### src/rtl/shift_reg_sr.sv
// WIDTH-bit universal register: hold, load, shift/rotate both ways, masked set/clear,
// with a saturating shift counter and done pulse. Optional parity output via SHIFT_REG_SR_PARITY_EN.
module shift_reg_sr #(
  parameter int              WIDTH   = 8,
  parameter logic [WIDTH-1:0] RST_VAL = {WIDTH{1'b0}},
  localparam int             CW      = $clog2(WIDTH + 1)
) (
  input  logic             clk,
  input  logic             r,
  input  logic             en,
  input  logic [2:0]       mode,
  input  logic [WIDTH-1:0] d,
  input  logic             sin,
  output logic [WIDTH-1:0] q,
  output logic [WIDTH-1:0] notq,
  output logic             sout,
  output logic [CW-1:0]    cnt,
  output logic             done
`ifdef SHIFT_REG_SR_PARITY_EN
  ,
  output logic             parity
`endif
);

  localparam logic [CW-1:0] CNT_MAX = CW'(WIDTH);

  function automatic logic parity_of(input logic [WIDTH-1:0] v);
    return ^v;
  endfunction

  logic [WIDTH-1:0] q_nxt_s;
  logic             sout_nxt_s;
  logic [CW-1:0]    cnt_nxt_s;
  logic             done_nxt_s;
  logic [CW-1:0]    cnt_inc_s;
  logic             done_hit_s;

  // Saturating increment and the WIDTH-1 -> WIDTH transition that fires done.
  always_comb begin
    if (cnt == CNT_MAX) begin
      cnt_inc_s = CNT_MAX;
    end else begin
      cnt_inc_s = cnt + CW'(1);
    end
    done_hit_s = (cnt == (CNT_MAX - CW'(1)));
  end

  // Next-state decode; every operation works on the pre-edge q.
  always_comb begin
    q_nxt_s    = q;
    sout_nxt_s = sout;
    cnt_nxt_s  = cnt;
    done_nxt_s = 1'b0;
    if (en) begin
      case (mode)
        3'b000: q_nxt_s = q;
        3'b001: begin
          q_nxt_s   = d;
          cnt_nxt_s = {CW{1'b0}};
        end
        3'b010: begin
          q_nxt_s    = {q[WIDTH-2:0], sin};
          sout_nxt_s = q[WIDTH-1];
          cnt_nxt_s  = cnt_inc_s;
          done_nxt_s = done_hit_s;
        end
        3'b011: begin
          q_nxt_s    = {sin, q[WIDTH-1:1]};
          sout_nxt_s = q[0];
          cnt_nxt_s  = cnt_inc_s;
          done_nxt_s = done_hit_s;
        end
        3'b100: begin
          q_nxt_s    = {q[WIDTH-2:0], q[WIDTH-1]};
          sout_nxt_s = q[WIDTH-1];
          cnt_nxt_s  = cnt_inc_s;
          done_nxt_s = done_hit_s;
        end
        3'b101: begin
          q_nxt_s    = {q[0], q[WIDTH-1:1]};
          sout_nxt_s = q[0];
          cnt_nxt_s  = cnt_inc_s;
          done_nxt_s = done_hit_s;
        end
        3'b110: q_nxt_s = q | d;
        3'b111: q_nxt_s = q & ~d;
        default: q_nxt_s = q;
      endcase
    end else begin
      q_nxt_s = q;
    end
  end

  // State registers with asynchronous clear.
  always_ff @(posedge clk or posedge r) begin
    if (r) begin
      q    <= RST_VAL;
      sout <= 1'b0;
      cnt  <= {CW{1'b0}};
      done <= 1'b0;
    end else begin
      q    <= q_nxt_s;
      sout <= sout_nxt_s;
      cnt  <= cnt_nxt_s;
      done <= done_nxt_s;
    end
  end

`ifdef SHIFT_REG_SR_PARITY_EN
  // Parity tracks the registered q by reducing its next state.
  always_ff @(posedge clk or posedge r) begin
    if (r) begin
      parity <= parity_of(RST_VAL);
    end else begin
      parity <= parity_of(q_nxt_s);
    end
  end
`endif

  assign notq = ~q;

endmodule

### config.mk
export PLATFORM = sky130hd
export DESIGN_NAME = shift_reg_sr
export DESIGN_NICKNAME = d
export VERILOG_FILES = /design/src/rtl/shift_reg_sr.sv
export SDC_FILE = /design/constraint.sdc
export NUM_CORES = 1
export LEC_CHECK = 0
export CAP_MARGIN = 40
export CELL_PAD_IN_SITES_DETAIL_PLACEMENT = 0
export CELL_PAD_IN_SITES_GLOBAL_PLACEMENT = 1
export CORE_UTILIZATION = 32
export CTS_BUF_LIST = sky130_fd_sc_hd__clkbuf_2
export DETAILED_ROUTE_END_ITERATION = 7
export GPL_ROUTABILITY_DRIVEN = 0
export HOLD_SLACK_MARGIN = 0.12
export PLACE_DENSITY = 0.8
export SETUP_SLACK_MARGIN = 0.15
export SLEW_MARGIN = 15
export SYNTH_ARGS = -nofsm -noshare
export SYNTH_HDL_FRONTEND = slang
export SYNTH_SLANG_ARGS = --single-unit
export TNS_END_PERCENT = 1
### constraint.sdc
create_clock -name clk -period 1.25 [get_ports clk]
set_input_delay 0.25 -clock clk [delete_from_list [all_inputs] [get_ports clk]]
set_output_delay 0.25 -clock clk [all_outputs]
set_load 0.01 [all_outputs]
==> metrics.md <==
| Metric | Value |
|---|---|
| Number of flops mapped to enable cells by yosys | 0 |
| Hold Crit Class | in2async |
| Die Y | 56.6 microns |
| Placed Area | 1530 sq um |
| Synth area leaders | dfrtp_1 (37%), o21ai_0 (10%), nand2_1 (7.1%) |
| Num CTS Buffers | 3 |
| Fmax | 808 MHz |
| Setup TNS | 0 ps |
| Design Power | 1.99 mW |
| Cell count along the critical path | 3 |
| # H-tree levels | 1 |
| Die width | 56.6 microns |
| Slew @ Worst Pin | 312 ps |
| Num ports | 37 |
| Initial Utilization | 34.3% |
| Tmin final | between 1000 and 1500 ps |
| Clock sink count | 14 |
| Post-Syn Area | around 950 sq um |
| Synth Register Bits | 14 |
| Largest family of logic cells by synthesized area | compound AO/OA/AOI/OAI gates |
| Clock Power Share | 11.8% |
| Nets@finish | 208 |
| Combinational fraction of design power | approximately 58% |
| Adder-cell share of the synthesized area | ~2.6% |
| Avg Cell Area, Syn | about 8.2 sq um |
| Initial antenna violation count | 0 |
| Slew HR | between 70% and 80% |
| Vias per inst | 4.93 |
| Yosys warnings | 0 |
| Port Buffers | 36 |
| Max incr delay on CP | 430 ps |
| Hold Fails Final Rpt | 0 |
| Worst path slowest cell | dfrtp_1 |
| Cell Pwr Density | ~1200 nW/um^2 |
| GR Util All Layers | about 19% |
| Skew-Pair Late Insertion Delay | 300 ps |
| Pin count of the biggest net entering global routing | 20 |
| Reg-to-reg startpoint | q[6]$_DFFE_PP0P_ |
| Setup slack on the worst flop-to-flop path | 20 ps |
| Synthesis-to-layout area growth | 80.5% |
| Final instance area | 1720 sq um |
| Crit Path Max Fanout | 2 |
| Flop pwr share | 30.2% |
| Via Count | ~1,100 |
| Delay-heaviest family, CP | flip-flops |
| Status | completed |
| Internal | 1.25 mW |
| HPWL Detailed | 2060 microns |
| RSZ-0062 raised after global routing | yes |
| Startpoint types | flip-flop |
| Setup violators final | 0 |
| Routed wire length | 2930 microns |
| Synth Instances | 117 |
| Synth top area share | 36.7% |
| Largest area contributor in the netlist | dfrtp_1 |
| Worst R2R End | q[7]$_DFFE_PP0P_ |
| Worst Setup End Kind | output port |
| Critical Path RT | 1000 ps |
| Post-synth top cells | o21ai_0 (20), nand2_1 (18), dfrtp_1 (14) |
| Max clock buf depth | 2 |
| Leakage | 0.822 nW |
| Final core utilization | between 60% and 70% |
| Post-Layout Cell Count | around 220 |
| Net Sw Power | 0.745 mW |
| Layout cells sized above 1 | 46.3% |
| CP Capture Point | notq[3] |
| Critical path cell sequence | buf_6, inv_4, buf_6 |
| CTS tree | done |
| Sw frac | 37.4% |
| Worst IR Drop VDD | 0.000720 V |
| Max-slew violation count | 0 |
| Crit path from | q[3]$_DFFE_PP0P_ |
| Global route overflow | 0 |
| CTS hold repair buffers | 0 |
| Compound-Gate Fraction of Synth Area | 31.5% |
| Synth Area in XOR/XNOR | 2.88% |
| Post-synth ARST share | 100% |
| CP dominant cell by count | buf_6 |
| R2R cell count | 6 |
| Clock Skew | 6.50 ps |
| Post-synthesis mux area share | 0% |
| First-pass GRT wire length | 4660 microns |
| Arrival time at the worst endpoint | a little under 1000 ps |
| Yosys cell types | 28 |
| DRT antenna net count | 0 |
| Most numerous cell in the Yosys netlist | o21ai_0 |
| Clock root cell | clkbuf_2 |
| Reg clk slew, reported paths | 150 ps |
| Buffers plus inverters on the worst setup path | 3 |
| Period utilization | 99.1% |
| Routed len/inst | 13.3 microns |
| Drt pass-1 iters | 4 |
| Max Cap Viol | 0 |
| Area share of and/or/nand/nor cells after synthesis | roughly 16% |
| Kind of critical path | reg2out |
| Initial DRC Count | 21 |
| Core Area | 2780 sq um |
| Diodes inserted | 0 |
| Die area | 3210 sq um |
| Vias in the first global route | 1,056 |
| Placed Instances | 204 |
| Residual DRC count | 0 |
| Predominant post-synthesis flop cell | dfrtp_1 |
| Syn nets | 134 |
| Sequential cell area fraction in the yosys report | between 30% and 40% |
| Row count | 19 |
-- metal layers --
metal	vias up	track usage (%)	wire (microns)
li1	560	-	-
met1	502	22.2	1240
met2	26	33.3	1560
met3	2	3.23	95
met4	0	5.92	27
met5	-	0	0
-- flip-flops by register name (all words and copies together) (netlist names) --
signal / count
q: 8
cnt: 4
done: 1
sout: 1
-- power groups by stage --
| stage | clock network [mW] | registers [mW] | logic [mW] |
|---|---|---|---|
| after floorplan | 0 | 0.676 | 0.308 |
| after global placement | 0 | 0.630 | 0.865 |
| after detailed placement | 0 | 0.634 | 0.877 |
| after CTS | 0.241 | 0.594 | 1.04 |
| after global routing | 0.259 | 0.614 | 1.25 |
| final | 0.234 | 0.601 | 1.16 |
-- kinds of logic after synthesis --
group,Yosys count
AOI/OAI and AO/OA,48
xor gates and xnor gates,1
adders and majority gates,2
buffers and inverters,19
DFF,14
and+or+nand+nor,33
-- how the worst min path moves through the flow --
stage                                 from                 end  slack [ps]  cells after the start
after floorplan                          r  cnt[0]$_DFFE_PP0P_         140                      1
after global placement    sout$_DFFE_PP0P_    sout$_DFFE_PP0P_         540                      2
after detailed placement  sout$_DFFE_PP0P_    sout$_DFFE_PP0P_         540                      2
after CTS                                r    q[4]$_DFFE_PP0P_         230                      3
after global routing                     r    q[4]$_DFFE_PP0P_         230                      3
final                                    r    q[4]$_DFFE_PP0P_         220                      3
-- stage by stage --
step	setup WS, ps	hold WS (ps)
global route	-27.4	234
global placement	-515	543
detailed placement	-558	539
CTS	11.7	231
finish	11.7	224
floorplan	-17.3	139
-- cell usage in the layout (no fill, tap or decap), types with 3 or more instances in the layout --
cell type	instances
dfrtp_1	14
inv_2	3
inv_4	5
inv_1	4
nand2_2	3
o21ai_1	4
buf_6	18
buf_4	27
buf_2	13
o21ai_0	16
clkbuf_2	4
clkdlybuf4s50_1	11
a21o_1	3
a22oi_1	6
nand2_1	15
nor2_1	4
a21oi_1	7
-- worst reg2reg max path, delay by kind of cell (launching register included) --
family          cells  cell delay (ps)
simple gates        2              150
compound gates      2              300
buf+inv             2              250
flops               1              430
-- layout make-up --
class                      instances  area [sq um]
timing repair buffer              76           663
clock buffer                       3          15.0
clock inverter                     1          3.75
multi-input combinational         84           594
sequential                        14           350
tap                               31          38.8
inverter                          12          57.6
fill                             258          1060
-- repair_timing --
item | 4_1_cts | 5_1_grt
pin swaps | 4 | 12
cloned | 0 | 0
resized for setup | 93 | 47
buffers inserted | 12 | 1
endpoints found under the setup margin | 36 | 35
Power figures use the tool's default switching activity.
